**config.mk**
```make
export PLATFORM = sky130hd
export DESIGN_NAME = reorder_buffer_flat
export DESIGN_NICKNAME = d
export VERILOG_FILES = /design/src/rtl/reorder_buffer_if.sv /design/src/rtl/reorder_buffer.sv /design/src/flat_wrapper.sv
export SDC_FILE = /design/constraint.sdc
export NUM_CORES = 2
export LEC_CHECK = 0
export CAP_MARGIN = 30
export CELL_PAD_IN_SITES_DETAIL_PLACEMENT = 1
export CELL_PAD_IN_SITES_GLOBAL_PLACEMENT = 1
export CORE_MARGIN = 8
export CORE_UTILIZATION = 35
export DETAILED_ROUTE_END_ITERATION = 16
export PLACE_DENSITY_LB_ADDON = 0.2
export SKIP_LAST_GASP = 1
export SYNTH_ARGS = -nofsm -noshare
export SYNTH_HDL_FRONTEND = slang
export SYNTH_SLANG_ARGS = --single-unit
export TNS_END_PERCENT = 100
```
**constraint.sdc**
```tcl
create_clock -name clk -period 5.2 [get_ports clk]
set_clock_uncertainty 0.15 [all_clocks]
set_input_delay 1.04 -clock clk [delete_from_list [all_inputs] [get_ports clk]]
set_output_delay 1.04 -clock clk [all_outputs]
set_load 0.02 [all_outputs]
```
**src/rtl/reorder_buffer_if.sv**
```systemverilog
// Dispatch, writeback, operand-lookup and commit signals of the reorder buffer.
// The master side is the core pipeline; the slave side is the buffer itself.
interface reorder_buffer_if #(
    parameter int ROB_ADDR_WIDTH = 4,
    parameter int RF_ADDR_WIDTH  = 6,
    parameter int DATA_WIDTH     = 32
);
    logic                      alloc_en;
    logic                      alloc_reg_write;
    logic [RF_ADDR_WIDTH-1:0]  alloc_dest;
    logic [31:0]               alloc_pc;
    logic                      alloc_ready;
    logic [ROB_ADDR_WIDTH-1:0] alloc_id;

    logic                      wb_en;
    logic [ROB_ADDR_WIDTH-1:0] wb_id;
    logic [DATA_WIDTH-1:0]     wb_data;
    logic                      wb_exception;

    logic [ROB_ADDR_WIDTH-1:0] read_id_1;
    logic [ROB_ADDR_WIDTH-1:0] read_id_2;
    logic                      read_ready_1;
    logic                      read_ready_2;
    logic [DATA_WIDTH-1:0]     read_data_1;
    logic [DATA_WIDTH-1:0]     read_data_2;

    logic                      commit_en;
    logic [RF_ADDR_WIDTH-1:0]  commit_addr;
    logic [DATA_WIDTH-1:0]     commit_data;
    logic                      commit_restore;
    logic [31:0]               commit_pc;

    logic                      empty;
    logic                      full;

    modport master (
        output alloc_en, alloc_reg_write, alloc_dest, alloc_pc,
        output wb_en, wb_id, wb_data, wb_exception,
        output read_id_1, read_id_2,
        input  alloc_ready, alloc_id,
        input  read_ready_1, read_ready_2, read_data_1, read_data_2,
        input  commit_en, commit_addr, commit_data, commit_restore, commit_pc,
        input  empty, full
    );

    modport slave (
        input  alloc_en, alloc_reg_write, alloc_dest, alloc_pc,
        input  wb_en, wb_id, wb_data, wb_exception,
        input  read_id_1, read_id_2,
        output alloc_ready, alloc_id,
        output read_ready_1, read_ready_2, read_data_1, read_data_2,
        output commit_en, commit_addr, commit_data, commit_restore, commit_pc,
        output empty, full
    );
endinterface

```
**src/rtl/reorder_buffer.sv**
```systemverilog
// Circular reorder buffer: allocates rename ids, captures writeback results and
// retires in program order into the register file, flushing on an excepting head.
module reorder_buffer #(
    parameter int ROB_ADDR_WIDTH = 4,
    parameter int RF_ADDR_WIDTH  = 6,
    parameter int DATA_WIDTH     = 32
) (
    input  logic             clk,
    input  logic             rst,
    reorder_buffer_if.slave  rob
);
    localparam int DEPTH = 1 << ROB_ADDR_WIDTH;
    localparam logic [ROB_ADDR_WIDTH:0] FULL_CNT = {1'b1, {ROB_ADDR_WIDTH{1'b0}}};

    logic [DEPTH-1:0]          valid_q;
    logic [DEPTH-1:0]          done_q;
    logic [DEPTH-1:0]          exc_q;
    logic                      reg_write_q [DEPTH];
    logic [RF_ADDR_WIDTH-1:0]  dest_q      [DEPTH];
    logic [31:0]               pc_q        [DEPTH];
    logic [DATA_WIDTH-1:0]     data_q      [DEPTH];

    logic [ROB_ADDR_WIDTH-1:0] head;
    logic [ROB_ADDR_WIDTH-1:0] tail;
    logic [ROB_ADDR_WIDTH:0]   count;

    logic                      commit_en_q;
    logic [RF_ADDR_WIDTH-1:0]  commit_addr_q;
    logic [DATA_WIDTH-1:0]     commit_data_q;
    logic                      commit_restore_q;
    logic [31:0]               commit_pc_q;

    logic full_w;
    logic alloc_ready_w;
    logic do_alloc;
    logic head_done;
    logic retire_ok;
    logic flush;
    logic wb_hit;

    assign full_w        = (count == FULL_CNT);
    assign alloc_ready_w = !full_w && !commit_restore_q;
    assign do_alloc      = rob.alloc_en && alloc_ready_w;
    // Retirement looks only at registered state, so a same-cycle writeback never retires
    assign head_done     = valid_q[head] && done_q[head];
    assign retire_ok     = head_done && !exc_q[head];
    assign flush         = head_done && exc_q[head];
    assign wb_hit        = rob.wb_en && valid_q[rob.wb_id];

    always_ff @(posedge clk or negedge rst) begin
        if (!rst) begin
            valid_q          <= '0;
            done_q           <= '0;
            exc_q            <= '0;
            head             <= '0;
            tail             <= '0;
            count            <= '0;
            commit_en_q      <= 1'b0;
            commit_addr_q    <= '0;
            commit_data_q    <= '0;
            commit_restore_q <= 1'b0;
            commit_pc_q      <= '0;
        end else begin
            commit_en_q      <= 1'b0;
            commit_addr_q    <= '0;
            commit_data_q    <= '0;
            commit_restore_q <= 1'b0;
            commit_pc_q      <= '0;
            if (flush) begin
                valid_q          <= '0;
                done_q           <= '0;
                exc_q            <= '0;
                head             <= '0;
                tail             <= '0;
                count            <= '0;
                commit_restore_q <= 1'b1;
                commit_pc_q      <= pc_q[head];
            end else begin
                if (wb_hit) begin
                    done_q[rob.wb_id] <= 1'b1;
                    exc_q[rob.wb_id]  <= rob.wb_exception;
                end
                if (do_alloc) begin
                    valid_q[tail] <= 1'b1;
                    done_q[tail]  <= 1'b0;
                    exc_q[tail]   <= 1'b0;
                    tail          <= tail + 1'b1;
                end
                // Clearing the head is ordered after writeback so retirement wins
                if (retire_ok) begin
                    valid_q[head] <= 1'b0;
                    done_q[head]  <= 1'b0;
                    exc_q[head]   <= 1'b0;
                    head          <= head + 1'b1;
                    commit_en_q   <= reg_write_q[head];
                    commit_addr_q <= dest_q[head];
                    commit_data_q <= data_q[head];
                    commit_pc_q   <= pc_q[head];
                end
                case ({do_alloc, retire_ok})
                    2'b10:   count <= count + 1'b1;
                    2'b01:   count <= count - 1'b1;
                    default: count <= count;
                endcase
            end
        end
    end

    // Payload storage carries no reset; the valid/done bits qualify every read
    always_ff @(posedge clk) begin
        if (do_alloc) begin
            reg_write_q[tail] <= rob.alloc_reg_write;
            dest_q[tail]      <= rob.alloc_dest;
            pc_q[tail]        <= rob.alloc_pc;
        end
        if (wb_hit) begin
            data_q[rob.wb_id] <= rob.wb_data;
        end
    end

    assign rob.read_ready_1 = valid_q[rob.read_id_1] &&
                              (done_q[rob.read_id_1] || (rob.wb_en && rob.wb_id == rob.read_id_1));
    assign rob.read_data_1  = !valid_q[rob.read_id_1]                 ? '0 :
                              (rob.wb_en && rob.wb_id == rob.read_id_1) ? rob.wb_data :
                              done_q[rob.read_id_1]                    ? data_q[rob.read_id_1] : '0;
    assign rob.read_ready_2 = valid_q[rob.read_id_2] &&
                              (done_q[rob.read_id_2] || (rob.wb_en && rob.wb_id == rob.read_id_2));
    assign rob.read_data_2  = !valid_q[rob.read_id_2]                 ? '0 :
                              (rob.wb_en && rob.wb_id == rob.read_id_2) ? rob.wb_data :
                              done_q[rob.read_id_2]                    ? data_q[rob.read_id_2] : '0;

    assign rob.alloc_ready    = alloc_ready_w;
    assign rob.alloc_id       = tail;
    assign rob.empty          = (count == '0);
    assign rob.full           = full_w;
    assign rob.commit_en      = commit_en_q;
    assign rob.commit_addr    = commit_addr_q;
    assign rob.commit_data    = commit_data_q;
    assign rob.commit_restore = commit_restore_q;
    assign rob.commit_pc      = commit_pc_q;
endmodule

```
**src/flat_wrapper.sv**
```systemverilog
// flat-port wrapper written by rule: the top's interface ports become plain ports
module reorder_buffer_flat 
#(
    parameter int ROB_ADDR_WIDTH = 4,
    parameter int RF_ADDR_WIDTH  = 6,
    parameter int DATA_WIDTH     = 32
)
  (clk, rst, rob_alloc_en, rob_alloc_reg_write, rob_alloc_dest, rob_alloc_pc, rob_wb_en, rob_wb_id, rob_wb_data, rob_wb_exception, rob_read_id_1, rob_read_id_2, rob_alloc_ready, rob_alloc_id, rob_read_ready_1, rob_read_ready_2, rob_read_data_1, rob_read_data_2, rob_commit_en, rob_commit_addr, rob_commit_data, rob_commit_restore, rob_commit_pc, rob_empty, rob_full);
  reorder_buffer_if #(.ROB_ADDR_WIDTH(ROB_ADDR_WIDTH), .RF_ADDR_WIDTH(RF_ADDR_WIDTH), .DATA_WIDTH(DATA_WIDTH)) rob_i ();
  input  logic clk;
  input  logic rst;
  input wire logic [$bits(rob_i.alloc_en)-1:0] rob_alloc_en;
  input wire logic [$bits(rob_i.alloc_reg_write)-1:0] rob_alloc_reg_write;
  input wire logic [$bits(rob_i.alloc_dest)-1:0] rob_alloc_dest;
  input wire logic [$bits(rob_i.alloc_pc)-1:0] rob_alloc_pc;
  input wire logic [$bits(rob_i.wb_en)-1:0] rob_wb_en;
  input wire logic [$bits(rob_i.wb_id)-1:0] rob_wb_id;
  input wire logic [$bits(rob_i.wb_data)-1:0] rob_wb_data;
  input wire logic [$bits(rob_i.wb_exception)-1:0] rob_wb_exception;
  input wire logic [$bits(rob_i.read_id_1)-1:0] rob_read_id_1;
  input wire logic [$bits(rob_i.read_id_2)-1:0] rob_read_id_2;
  output wire logic [$bits(rob_i.alloc_ready)-1:0] rob_alloc_ready;
  output wire logic [$bits(rob_i.alloc_id)-1:0] rob_alloc_id;
  output wire logic [$bits(rob_i.read_ready_1)-1:0] rob_read_ready_1;
  output wire logic [$bits(rob_i.read_ready_2)-1:0] rob_read_ready_2;
  output wire logic [$bits(rob_i.read_data_1)-1:0] rob_read_data_1;
  output wire logic [$bits(rob_i.read_data_2)-1:0] rob_read_data_2;
  output wire logic [$bits(rob_i.commit_en)-1:0] rob_commit_en;
  output wire logic [$bits(rob_i.commit_addr)-1:0] rob_commit_addr;
  output wire logic [$bits(rob_i.commit_data)-1:0] rob_commit_data;
  output wire logic [$bits(rob_i.commit_restore)-1:0] rob_commit_restore;
  output wire logic [$bits(rob_i.commit_pc)-1:0] rob_commit_pc;
  output wire logic [$bits(rob_i.empty)-1:0] rob_empty;
  output wire logic [$bits(rob_i.full)-1:0] rob_full;
  assign rob_i.alloc_en = rob_alloc_en;
  assign rob_i.alloc_reg_write = rob_alloc_reg_write;
  assign rob_i.alloc_dest = rob_alloc_dest;
  assign rob_i.alloc_pc = rob_alloc_pc;
  assign rob_i.wb_en = rob_wb_en;
  assign rob_i.wb_id = rob_wb_id;
  assign rob_i.wb_data = rob_wb_data;
  assign rob_i.wb_exception = rob_wb_exception;
  assign rob_i.read_id_1 = rob_read_id_1;
  assign rob_i.read_id_2 = rob_read_id_2;
  assign rob_alloc_ready = rob_i.alloc_ready;
  assign rob_alloc_id = rob_i.alloc_id;
  assign rob_read_ready_1 = rob_i.read_ready_1;
  assign rob_read_ready_2 = rob_i.read_ready_2;
  assign rob_read_data_1 = rob_i.read_data_1;
  assign rob_read_data_2 = rob_i.read_data_2;
  assign rob_commit_en = rob_i.commit_en;
  assign rob_commit_addr = rob_i.commit_addr;
  assign rob_commit_data = rob_i.commit_data;
  assign rob_commit_restore = rob_i.commit_restore;
  assign rob_commit_pc = rob_i.commit_pc;
  assign rob_empty = rob_i.empty;
  assign rob_full = rob_i.full;
  reorder_buffer #(.ROB_ADDR_WIDTH(ROB_ADDR_WIDTH), .RF_ADDR_WIDTH(RF_ADDR_WIDTH), .DATA_WIDTH(DATA_WIDTH)) u_core (.clk(clk), .rst(rst), .rob(rob_i));
endmodule
```
Word-level counts from Yosys, hierarchy flattened
Memory sizes are Yosys's and may differ from the RTL's.
Index checks and enable logic that the tools add are counted.
{"block": "word_totals", "input_bits": 88, "regBits": 133, "out_inout_bits": 145, "ramBits": 1136, "mem_bits_ro": 0, "latchBits": 0, "memories": 4}
{"name": "u_core.data_q", "depth": 16, "width": 32, "rd": 3, "rd_ports_with_merged_regs": 0, "wr": 1, "line": "reorder_buffer.sv:21", "text": "logic [DATA_WIDTH-1:0] data_q [DEPTH];"}
{"name": "u_core.pc_q", "depth": 16, "width": 32, "rd": 1, "rd_ports_with_merged_regs": 0, "wr": 1, "line": "reorder_buffer.sv:20", "text": "logic [31:0] pc_q [DEPTH];"}
{"name": "u_core.dest_q", "depth": 16, "width": 6, "rd": 1, "rd_ports_with_merged_regs": 0, "wr": 1, "line": "reorder_buffer.sv:19", "text": "logic [RF_ADDR_WIDTH-1:0] dest_q [DEPTH];"}
{"name": "u_core.reg_write_q", "depth": 16, "width": 1, "rd": 1, "rd_ports_with_merged_regs": 0, "wr": 1, "line": "reorder_buffer.sv:18", "text": "logic reg_write_q [DEPTH];"}
{"block": "op_classes", "shifts": 0, "add_sub_neg": 4, "n_mul": 0, "n_bitwise": 9, "reduce_logical": 22, "order_cmp": 8, "div_mod_pow": 0, "eq_ne": 5, "n_mux": 64}
{"cell": "$mux W32", "count": 10}
{"cell": "$mux W16", "count": 16}
{"cell": "$and A16 B16 Y16", "count": 5}
{"cell": "$bmux W1 S4", "count": 8}
{"cell": "$not A16 Y16", "count": 2}
{"cell": "$or A16 B16 Y16", "count": 2}
{"cell": "$lt A4 B5 Y1 const B", "count": 5}
{"cell": "$mux W1", "count": 18}
{"cell": "$bwmux W16", "count": 1}
{"cell": "$mux W4", "count": 4}
{"cell": "$logic_and A1 B1 Y1", "count": 13}
{"cell": "$demux W1 S4", "count": 3}
{"cell": "$ge A4 B1 Y1 const B", "count": 3}
{"cell": "$mux W6", "count": 2}
{"cell": "$pmux W5 S2", "count": 1}
{"cell": "$add A4 B1 Y4 const B", "count": 2}
{"cell": "$eq A4 B4 Y1", "count": 2}
{"cell": "$add A5 B1 Y5 const B", "count": 1}
{"cell": "$eq A5 B5 Y1 const B", "count": 1}
{"cell": "$logic_not A5 Y1", "count": 1}
{"cell": "$mux W5", "count": 1}
{"cell": "$sub A5 B1 Y5 const B", "count": 1}
{"cell": "$reduce_bool A2 Y1", "count": 2}
{"cell": "$logic_not A1 Y1", "count": 3}
{"cell": "4 further kinds", "count": 5}

Depth between registers and ports, before layout
{"block": "depth", "ltp_word": 13, "depth_mapped": 16, "ltp_nobuf": 13}

Worst setup path after synthesis
OpenSTA, ideal clock, no wires.
{"block": "synth_timing", "kind": "in2reg", "startpoint": "in rob_alloc_en", "endpoint": "mem u_core.dest_q[3][0], enable pin", "n_path_buf": 0, "arrival_time_ps": 4560, "setup_time_ps": 491, "slack_ps": -1, "required_time_ps": 4559, "path_stages": 4, "path_cell_list": "inv_1 -> a211oi_2 -> nand2_1 -> nor3_1"}
{"block": "synth_between", "elab_chain_cells": 3}
{"item": "start: declaration", "line": "flat_wrapper.sv:12", "text": "input wire logic [$bits(rob_i.alloc_en)-1:0] rob_alloc_en;"}
{"item": "$logic_and A1 B1 Y1", "line": "reorder_buffer.sv:43", "text": "assign do_alloc = rob.alloc_en && alloc_ready_w;"}
{"item": "$mux W1", "line": "reorder_buffer.sv:111", "text": "if (do_alloc) begin"}
{"item": "$mux W1 (not written as such)", "line": "reorder_buffer.sv:113", "text": "dest_q[tail] <= rob.alloc_dest;"}
{"item": "end: declaration", "line": "reorder_buffer.sv:19"}
Every way passes these cells.

Worst setup path in the final report
{"block": "layout_timing", "startpoint": "in rob_read_id_1[3]", "endpoint": "out rob_read_data_1[8]"}
{"block": "layout_between", "elab_chain_cells": 5}
{"item": "start: declaration", "line": "flat_wrapper.sv:20", "text": "input wire logic [$bits(rob_i.read_id_1)-1:0] rob_read_id_1;"}
{"item": "$bmux W1 S4", "line": "reorder_buffer.sv:125", "text": "done_q[rob.read_id_1] ? data_q[rob.read_id_1] : '0;"}
{"item": "$mux W1 (not written as such)", "line": "reorder_buffer.sv:125"}
{"item": "$mux W32", "line": "reorder_buffer.sv:125"}
{"item": "$mux W32", "line": "reorder_buffer.sv:124", "text": "(rob.wb_en && rob.wb_id == rob.read_id_1) ? rob.wb_data :"}
{"item": "$mux W32 *", "line": "reorder_buffer.sv:123", "text": "assign rob.read_data_1 = !valid_q[rob.read_id_1] ? '0 :"}
{"item": "end: declaration", "line": "flat_wrapper.sv:26", "text": "output wire logic [$bits(rob_i.read_data_1)-1:0] rob_read_data_1;"}
Mark *: on every way between the ends. The rest lies on a longest branch, timed or not. The select of a mux whose other input is x is not followed.

==> reports/summary.json <==
{
  "outcome": "finished, final reports clean",
  "avgSynthCellArea_sq_um": 21.6,
  "synth_top_cell_area_share_pct": 59.1,
  "grt_setup_unrepaired": "no",
  "post-route-min-period_ns": 5.09,
  "nNetsFinal": 3107,
  "yosysWarningCount": 0,
  "finish.utilization_pct": 41.6,
  "worst-slew-pin-transition_ns": 1.20,
  "setup_violations": 0,
  "num_io_pins": 233,
  "leakage_nw": 21.8,
  "ys.flop_type": "edfxtp_1",
  "period_share_pct": 98.0,
  "grt_pass1_wl_mm": 255,
  "initial_antenna_violation_count": 12,
  "synth_enable_flop_cells": 1136,
  "cell_variety_after_synth": 52,
  "setup.reg_to_reg.worst_slack_ns": 1.03,
  "clock_tree.buffer_depth": 3,
  "fillCellCount": 15401,
  "preCtsSetupSlack_ns": 0.0411,
  "instances_no_fill": 5319,
  "drive_gt1_share_pct": 36.4,
  "clk_root_buffer_cell": "clkbuf_16",
  "min-delay-path-class": "in2async",
  "setup-tns-final_ns": 0,
  "clock.fmax_ghz": 0.196,
  "vias_per_cell": 5.76,
  "worst-setup-path-type": "in2out",
  "die_w_um": 422,
  "cp_num_buf_inv": 4,
  "slew-limit-headroom_pct": 20.3,
  "grt_start_max_net_pins": 140,
  "coreArea_sq_mm": 0.164,
  "detail_route.drc_violations": 0,
  "floorplan.die.height_um": 422,
  "worst_setup_path_end_kind": "primary output",
  "initialDrtViolationCount": 2611,
  "biggest_area_consumer_among_synthesized_cells": "edfxtp_1",
  "power_per_cell_area_mw_per_mm2": 473,
  "post-cts-setup-buffer-count": 0,
  "leading_cell_types_by_count_after_synthesis": "edfxtp_1 (1136), mux4_2 (698), dfrtp_1 (133)",
  "grt_pass1_vias": 33997,
  "clk-insertion-delay-late_ns": 0.77,
  "synth_async_sr_flop_share_pct": 10.5,
  "synth_area_leaders": "edfxtp_1 (59%), mux4_2 (27%), dfrtp_1 (5.8%)",
  "globalplace.congestion": 0.791,
  "report.final.hold_viol_count": 0,
  "yosysSeqAreaShare_pct": 64.8,
  "crit-reg2reg-launch": "u_core.head[0]",
  "starting_density_pct": 35.1,
  "number_of_optimization_iterations_in_the_first_detailed_route_pass": 7,
  "drtAntennaViolNets": 0,
  "worst_path_setup_slack_after_routing_ns": 0.106,
  "startpoint_type": "primary input",
  "yosys_register_bits": 1269,
  "critical_path.startpoint": "rob_read_id_1[3]",
  "final_wl_mm": 177,
  "path_cells": "clkdlybuf4s50_1 -> xor2_1 -> nor4_4 -> buf_4 -> o211ai_1 -> buf_4 -> a21oi_1 -> clkdlybuf4s50_1",
  "grt_usage_pct": 19.5,
  "syn-num-nets": 2775,
  "placed_cells_incl_taps": 5048,
  "synth_most_common_cell": "edfxtp_1",
  "timing.critical_path.max_delay_family": "buffers and inverters",
  "max-vdd-ir-drop_mv": 0.469,
  "gr-total-overflow": 0,
  "crit_path_max_fanout": 9,
  "dr_total_vias": 30651,
  "dieArea_sq_mm": 0.178,
  "htree_levels": 4,
  "dp_hpwl_mm": 104,
  "wl_per_cell_um": 33.2,
  "cts_tree": "built",
  "crit_required_ns": 4.01,
  "netlist_instances": 2675,
  "area.growth.synth_to_final_pct": 18.5,
  "io_buffers": 232,
  "cts-hold-fix-buffers": 0,
  "final_slew_violations": 0,
  "cpPeakStageDelay_ns": 0.72,
  "fin_hold_ws_ns": 0.145,
  "cts_num_sinks": 1269,
  "tritoncts.num_buffers": 146,
  "timing.max_cap.violations": 0,
  "floorplan.rows": 149,
  "worst_path_max_delay_cell": "clkdlybuf4s50_1",
  "syn-cell-area_sq_mm": 0.0577,
  "postCtsResizedCells": 0,
  "clk_pin_slew_worst_paths_ns": 0.06,
  "arrival_ns": 3.90
}
[power by group]
| part | leakage (nW) | switching, W | internal, W |
|---|---|---|---|
| Clock | 2.29 | 0.00419 | 0.00596 |
| Sequential | 12.0 | 0.000673 | 0.0121 |
| Combinational | 7.52 | 0.00500 | 0.00441 |
| Total | 21.8 | 0.00986 | 0.0225 |
[sequential cells by signal, summed over array words and instances, names as in the netlist]
register,count
u_core.done_q,16
u_core.data_q,512
u_core.rob.commit_en,1
u_core.rob.commit_data,32
u_core.count,5
u_core.rob.commit_restore,1
u_core.pc_q,512
u_core.exc_q,16
u_core.rob.commit_pc,32
u_core.reg_write_q,16
u_core.valid_q,16
u_core.rob.commit_addr,6
u_core.head,4
u_core.rob.alloc_id,4
u_core.dest_q,96
[per-layer routing]
metal | wire [um] | vias up | GRT usage (%)
met5 | 36 | - | 0
met4 | 5910 | 6 | 6.21
met3 | 8130 | 304 | 3.16
met2 | 92900 | 1014 | 34.7
met1 | 69600 | 17001 | 24.4
li1 | - | 12326 | -
[metrics by stage]
step,power [W],area [sq um]
after floorplan,0.0190,57800
after global routing,0.0337,68400
after global placement,0.0224,63700
final,0.0323,68400
after CTS,0.0328,68400
after detailed placement,0.0226,63700
[worst paths after layout]
path | endpoint | depth (start not counted)
worst max-delay path | rob_read_data_1[8] | 8
worst min register to register | u_core.exc_q[7] | 2
worst max register to register | u_core.count[4] | 13
worst min-delay path | u_core.rob.commit_data[7] | 1
max in group asynchronous | u_core.rob.commit_addr[2] | 2
min in group clk | u_core.exc_q[7] | 2
[cells by family after synthesis]
family | share of synthesized area (%)
flops | 64.8
mux | 29.1
simple gates | 2.04
xor+xnor | 0.227
fa+ha+maj | 0.260
compound gates | 1.53
buf+inv | 1.97
[cell usage in the layout, fill, tap and decap left out, drive strengths merged, types with 16 or more instances in the layout]
cell | Yosys | layout
clkbuf | 64 | 193
dfrtp | 133 | 133
nor2b | 42 | 42
nand2 | 63 | 63
a21oi | 69 | 69
mux2i | 80 | 80
a211oi | 28 | 28
clkdlybuf4s50 | 0 | 204
mux4 | 706 | 706
a2bb2oi | 16 | 16
and3 | 32 | 32
inv | 16 | 26
nor2 | 53 | 53
edfxtp | 1136 | 1136
clkinv | 2 | 53
buf | 138 | 182
[cell type report]
class	instances	area [sq um]	share of cell area (%)
Timing Repair Buffer	386	4060	5.93
Tap cell	2189	2740	4.00
Antenna cell	4	10.0	0.0146
Sequential cell	1269	37500	54.7
Clock buffer	193	3990	5.83
Multi-Input combinational cell	1186	19400	28.4
Inverter	18	68.8	0.101
Clock inverter	74	709	1.04
No activity file was read; power rests on OpenSTA's default activity.
